**config.mk**
```make
export PLATFORM = sky130hd
export DESIGN_NAME = pc_sequencer
export DESIGN_NICKNAME = d
export VERILOG_FILES = /design/src/rtl/pc_sequencer.sv
export SDC_FILE = /design/constraint.sdc
export NUM_CORES = 1
export LEC_CHECK = 0
export CAP_MARGIN = 20
export CORE_AREA = 2 2 39 41
export DETAILED_ROUTE_END_ITERATION = 16
export DIE_AREA = 0 0 41 43
export GPL_TIMING_DRIVEN = 0
export PLACE_DENSITY = 0.67
export SYNTH_ARGS = -nofsm -noshare
export SYNTH_HDL_FRONTEND = slang
export SYNTH_SLANG_ARGS = --single-unit
```
**constraint.sdc**
```tcl
create_clock -name clk -period 2.51 [get_ports clk]
set_clock_uncertainty 0.15 [all_clocks]
set_input_delay 0.3765 -clock clk [delete_from_list [all_inputs] [get_ports clk]]
set_output_delay 0.3765 -clock clk [all_outputs]
set_load 0.1 [all_outputs]
```
**src/rtl/pc_sequencer.sv**
```systemverilog
// ============================================================================
// pc_sequencer
// ----------------------------------------------------------------------------
// Program-counter stage that sits directly behind the jump-decision block.
// It takes that block's registered jump request and target and presents a
// fetch address with a valid/ready handshake to instruction fetch. A taken
// jump always passes through a one-cycle FLUSH state, so fetch never sees a
// stale sequential PC after a redirect.
//
// States (visible on state_o): IDLE=0, RUN=1, FLUSH=2, HALT=3.
//
// Optional feature macro: PC_SEQ_LINK_EN
//   When defined, adds call/ret inputs and a link_pc output. A jump with
//   call=1 records pc+1 in link_pc. A ret without a jump redirects to link_pc.
//   When undefined, those ports do not exist.
//
// Parameters:
//   PC_WIDTH  width of pc, jump_target and link_pc (pc wraps modulo 2**PC_WIDTH)
//   RESET_PC  pc value loaded on reset
//
// Ports:
//   clk          in   1         clock; all state updates on posedge
//   reset        in   1         synchronous, active-high reset
//   enable       in   1         run request; 0 parks in IDLE holding pc
//   jump         in   1         taken-jump request (level, sampled per cycle)
//   jump_target  in   PC_WIDTH  destination address when jump=1
//   halt         in   1         stop fetching; sticky until reset
//   fetch_ready  in   1         fetch accepts pc this cycle
//   call         in   1         (PC_SEQ_LINK_EN) record return address on jump
//   ret          in   1         (PC_SEQ_LINK_EN) return to link_pc
//   pc           out  PC_WIDTH  current fetch address
//   pc_valid     out  1         pc is a valid fetch request (RUN only)
//   flush        out  1         one-cycle pulse after a taken redirect
//   wrap         out  1         one-cycle pulse when pc increments all-ones -> 0
//   link_pc      out  PC_WIDTH  (PC_SEQ_LINK_EN) saved return address
//   state_o      out  2         encoded state
// ============================================================================
module pc_sequencer #(
    parameter int unsigned PC_WIDTH = 4,
    parameter int unsigned RESET_PC = 0
) (
    input  logic                clk,
    input  logic                reset,
    input  logic                enable,
    input  logic                jump,
    input  logic [PC_WIDTH-1:0] jump_target,
    input  logic                halt,
    input  logic                fetch_ready,
`ifdef PC_SEQ_LINK_EN
    input  logic                call,
    input  logic                ret,
    output logic [PC_WIDTH-1:0] link_pc,
`endif
    output logic [PC_WIDTH-1:0] pc,
    output logic                pc_valid,
    output logic                flush,
    output logic                wrap,
    output logic [1:0]          state_o
);

    typedef enum logic [1:0] {
        ST_IDLE  = 2'd0,
        ST_RUN   = 2'd1,
        ST_FLUSH = 2'd2,
        ST_HALT  = 2'd3
    } state_t;

    localparam logic [PC_WIDTH-1:0] RESET_PC_V = PC_WIDTH'(RESET_PC);

    // Sequential successor of a pc; natural modulo 2**PC_WIDTH wrap.
    function automatic logic [PC_WIDTH-1:0] pc_inc(input logic [PC_WIDTH-1:0] v);
        return v + PC_WIDTH'(1);
    endfunction

    // True when incrementing v wraps back to zero.
    function automatic logic pc_wraps(input logic [PC_WIDTH-1:0] v);
        return &v;
    endfunction

    state_t              state_q, state_d;
    logic [PC_WIDTH-1:0] pc_q, pc_d;
    logic                flush_q, flush_d;
    logic                wrap_q, wrap_d;
`ifdef PC_SEQ_LINK_EN
    logic [PC_WIDTH-1:0] link_pc_q, link_pc_d;
`endif

    // Next-state and next-output logic
    always_comb begin
        state_d = state_q;
        pc_d    = pc_q;
        flush_d = 1'b0;
        wrap_d  = 1'b0;
`ifdef PC_SEQ_LINK_EN
        link_pc_d = link_pc_q;
`endif

        unique case (state_q)
            ST_IDLE: begin
                if (halt) begin
                    state_d = ST_HALT;
                end else if (enable) begin
                    state_d = ST_RUN;
                end
            end

            ST_RUN: begin
                // halt and !enable freeze pc and swallow any jump that cycle.
                if (halt) begin
                    state_d = ST_HALT;
                end else if (!enable) begin
                    state_d = ST_IDLE;
                end else if (jump) begin
                    // Redirect does not wait for fetch_ready: the in-flight
                    // address is discarded by the flush pulse anyway.
                    pc_d    = jump_target;
                    flush_d = 1'b1;
                    state_d = ST_FLUSH;
`ifdef PC_SEQ_LINK_EN
                    if (call) begin
                        link_pc_d = pc_inc(pc_q);
                    end
                end else if (ret) begin
                    pc_d    = link_pc_q;
                    flush_d = 1'b1;
                    state_d = ST_FLUSH;
`endif
                end else if (fetch_ready) begin
                    pc_d   = pc_inc(pc_q);
                    wrap_d = pc_wraps(pc_q);
                end
                // Otherwise backpressure: pc held stable while valid.
            end

            ST_FLUSH: begin
                state_d = halt ? ST_HALT : ST_RUN;
            end

            ST_HALT: begin
                state_d = ST_HALT;
            end

            default: begin
                state_d = ST_IDLE;
            end
        endcase
    end

    always_ff @(posedge clk) begin
        if (reset) begin
            state_q <= ST_IDLE;
            pc_q    <= RESET_PC_V;
            flush_q <= 1'b0;
            wrap_q  <= 1'b0;
`ifdef PC_SEQ_LINK_EN
            link_pc_q <= RESET_PC_V;
`endif
        end else begin
            state_q <= state_d;
            pc_q    <= pc_d;
            flush_q <= flush_d;
            wrap_q  <= wrap_d;
`ifdef PC_SEQ_LINK_EN
            link_pc_q <= link_pc_d;
`endif
        end
    end

    assign pc       = pc_q;
    assign pc_valid = (state_q == ST_RUN);
    assign flush    = flush_q;
    assign wrap     = wrap_q;
    assign state_o  = state_q;
`ifdef PC_SEQ_LINK_EN
    assign link_pc  = link_pc_q;
`endif

endmodule

```
# Word-level counts from Yosys, hierarchy flattened
# Cells that the tools add are included.
# classes
add_sub_neg,1
n_reduce_logical,7
bitwise_logic,4
eq_ne,5
mux,10
# ops
cell,n
two-way mux 2 bit,6
two-way mux 4 bit,2
one-hot mux 2 bit (4 select lines),1
AND reduction 4 bit,2
OR reduction 6 bit,1
adder 4 x 1 -> 4 bit (second input constant),1
equality test 2 bit (second input constant),2
!= test 4 bit (second input constant),1
NOT 1 bit,4
OR reduction 4 bit,1
!= test 3 bit (second input constant),1
equality test 2 x 1 -> 1 bit (second input constant),1
zero test 2 bit,1
AND reduction 2 bit,1
nonzero test 2 bit,1
two-way mux 1 bit,1
# totals
inputBits,10
ff_bits,8
elab_cells,31

# Logic depth before layout (Yosys ltp)
# depth
depth_word,4
ltp_mapped,4
depth_no_buf,4

# Worst setup path after synthesis
# Ideal clock, no wire load.
# synth_timing
path_type,register -> register
from,reg state_q[0] (netlist: state_o[0])
to,reg flush_q (netlist: flush)
t_required_ps,2264
path_slack_ps,-477
path_stages_with_launch,3
arrival_time_ps,2741
setup_time_ps,96
path_cell_list,dfxtp_1 nor2b_1 nor4b_1
# synth_between
elab_chain_cells,3
# synth_rtl
item,line,source
from (decl),80,"state_t state_q, state_d;"
from (signal assigned),159,state_q <= state_d;
equality test 2 x 1 -> 1 bit,-,
named net pc_valid,55,"output logic pc_valid,"
NOT 1 bit (no source line),-,
OR reduction 4 bit (no source line),-,
to (signal assigned),161,flush_q <= flush_d;
to (decl),82,"logic flush_q, flush_d;"
# The timed path passes the listed nets, and every way through them passes these cells.
# A chain may end at the register's enable or synchronous reset.

# Final worst setup path
# layout_timing
from,reg pc_q[2] (netlist: pc[2])
to,out pc[2]
# layout_lines
item,line,source
from (decl),81,"logic [PC_WIDTH-1:0] pc_q, pc_d;"
from (signal assigned),160,pc_q <= pc_d;
to (decl),54,"output logic [PC_WIDTH-1:0] pc,"
# No word-level cell between the ends.

==> metrics.csv <==
stage,metric,value,unit
layout,Inserted Diodes,0,
logic_synthesis,Ys Warns,0,
timing,Final Critical Period,2.36,ns
logic_synthesis,syn nets,57,
placed_design,gpl congestion,0.674,
timing,Setup TNS,0,ns
cts,Max clock buf depth,2,
layout,final std cells w/o fill,82,
critical_path,Worst path slowest cell,clkdlybuf4s50_1,
cts,hold buffer count at cts,0,
global_route,gr usage total,11.1,%
critical_path,"slowest stage delay, CP",1.17,ns
layout,P&R area growth vs syn,54.0,%
global_route,first-pass GRT wire length,1.30,mm
logic_synthesis,"Distinct cells, synth",26,
route,WL per Instance,11.2,um
pwr,Max IR drop VDD,0.000285,V
placed_design,DP HPWL,690,um
route,DR vias,424,
timing,Max Transition Viols Final,0,
logic_synthesis,"FF+latch count, synth",8,
route,"antenna viol nets, final",0,
critical_path,CP top delay family,buffers and inverters,
logic_synthesis,Post-Synthesis Cells,46,
timing,Achievable Freq,424,MHz
pwr,Total Power,0.314,mW
floorplanning,num ports,19,
critical_path,CP Cell Sequence,clkdlybuf4s50_1,
floorplanning,Placement Rows,14,
cts,clock-pin slew on the worst setup and hold paths,0.05,ns
layout,"most common cell after layout, fill and taps aside",clkdlybuf4s50_1,
global_route,pin count of the biggest net entering global routing,11,
route,detailed-route DRC error count,0,
floorplanning,Initial Util,29.1,%
cts,H-Tree Depth,1,
floorplanning,die area,1760,sq um
logic_synthesis,mean area per synthesized cell,8.76,sq um
route,First DRT Iteration DRCs,8,
timing,max_slew headroom,35.0,%
layout,Finished Core Util,44.8,%
timing,endpoints failing setup,0,
floorplanning,Die W,41,um
critical_path,Critical Path Source,pc[2]$_SDFFE_PP0P_,
global_route,antenna violations before repair,0,
cts,worst skew pair latency,0.25,ns
cts,Num Clock Sinks,8,
hold_path,worst min path class,in -> reg,
timing,Final Hold Vio Count,0,
logic_synthesis,post-synthesis sequential area ratio,39.8,%
cts,CTS tree,yes,
placed_design,Port Buf Inserts,17,
pwr,P_leak,0.234,nW
floorplanning,die height,43,um
hold_path,Hold Startpoint,reset,
layout,fin nets,79,
logic_synthesis,synthesized area,403,sq um
layout,Filler cells,132,
critical_path,critical path buffer and inverter count,1,
critical_path,R2R Path Start,state_o[1]$_SDFFE_PP0P_,
critical_path,Critical Path End Type,output port,
critical_path,critical path peak fanout,6,
outcome,status,finished clean,
placed_design,dpl cells,79,
cts,CTS buffer count,3,
timing,Fin Hold WS,0.339,ns
cts,"Setup Fix Bufs, Post-CTS",0,
layout,fraction of layout cells with a size suffix above 1,7.58,%
critical_path,required time worst endpoint,1.98,ns
timing,"Period Utilization, post-route",93.9,%
timing,RSZ-0062 raised after global routing,false,
route,Via density,5.17,
pwr,Pwr per Cell Area,507,nW/um^2
global_route,"Remaining Overflow, GRT",0,
layout,most frequent cells in the layout,"clkdlybuf4s50_1 (16), dfxtp_1 (8), nor2_1 (4), a21oi_1 (4)",
critical_path,CP Class,reg -> out,
route,DRT Pass-1 Iters,4,
route,Routed Wire Length,921,um
critical_path,Worst EP arrival,1.83,ns
global_route,vias in the first global route,319,
critical_path,startpoint types,register,
cts,Root Buffer,clkbuf_4,
flow_run,max-cap check violation count,0,
timing,Slew @ Worst Pin,0.972,ns
floorplanning,core area,1380,sq um
routing by layer:
| layer | share of wire, % | GRT usage (%) | wire, um | up-vias |
|---|---|---|---|---|
| met1 | 49 | 14.9 | 448 | 184 |
| li1 | - | - | - | 218 |
| met4 | 0 | 4.00 | 0 | 0 |
| met3 | 6.7 | 6.28 | 62 | 0 |
| met5 | 0 | 0 | 0 | - |
| met2 | 44 | 14.4 | 409 | 22 |
timing repair:
item                                    4_1_cts  5_1_grt
resized for setup                             0        1
hold endpoints to repair                      0        0
endpoints found under the setup margin        0        1
sequential cells by signal (all words and copies together), names as in the netlist:
name,count
flush,1
pc,4
state_o,2
wrap,1
worst paths after layout:
check	slack [ns]	cells after the start	endpoint
hold / removal	0.34	2	state_o[1]$_SDFFE_PP0P_
setup / recovery	0.15	1	pc[2]
setup reg to reg	0.95	4	pc[0]$_SDFFE_PP0P_
hold reg to reg	0.34	2	wrap$_SDFF_PP0_
synthesized netlist by cell type (all sizes together):
cell type / instances / area [sq um]
dfxtp: 8 / 160
a21oi: 4 / 20.0
nor2: 4 / 15.0
nand2: 3 / 11.3
clkbuf: 2 / 7.51
nor2b: 2 / 12.5
nor4b: 2 / 17.5
o311ai: 2 / 17.5
o41ai: 2 / 17.5
a211oi: 1 / 7.51
a21o: 1 / 7.51
a31oi: 1 / 6.26
and2: 1 / 6.26
buf: 1 / 5.00
ha: 1 / 12.5
inv: 1 / 3.75
mux2i: 1 / 10.0
nand3: 1 / 5.00
nand4: 1 / 6.26
nand4bb: 1 / 11.3
nor3b: 1 / 7.51
o21ai: 1 / 5.00
o31a: 1 / 8.76
o31ai: 1 / 7.51
or3: 1 / 6.26
or4: 1 / 7.51
kinds of logic (layout without fill, tap and decap cells):
logic type,Yosys count,after routing,share of synthesized area [%]
AND/OR/NAND/NOR,18,18,26.4
AO/OA/AOI/OAI,14,14,24.2
flip-flops,8,8,39.8
buffers and inverters,4,24,4.04
adder cells (fa/ha/maj),1,1,3.11
multiplexers,1,1,2.48
cell type report:
class	count	area (sq um)	share of cell area (%)
Multi-Input combinational cell	34	229	36.9
Timing Repair Buffer	17	173	27.8
Sequential cell	8	160	25.8
Clock buffer	3	22.5	3.63
Tap cell	16	20.0	3.23
Buffer	3	12.5	2.02
Inverter	1	3.75	0.605
report_power, final:
| group | switching [mW] | total [mW] | internal, mW |
|---|---|---|---|
| Combinational | 0.0546 | 0.0831 | 0.0284 |
| Clock | 0.0412 | 0.0957 | 0.0545 |
| Sequential | 0.00465 | 0.136 | 0.131 |
| Total | 0.100 | 0.314 | 0.214 |
metrics by stage:
stage               setup WS (ns)  cell area (sq um)
floorplan                 0.00990                405
global placement            0.296                596
detailed placement          0.298                596
CTS                        0.0111                618
global route               0.0884                621
finish                      0.152                621
worst register-to-register path, delay by kind of cell, from the launching register on:
family	cells	cell delay [ns]
buf+inv	1	0.18
flops	1	0.35
simple gates	2	0.68
compound gates	1	0.15
No activity file was read; power rests on OpenSTA's default activity.
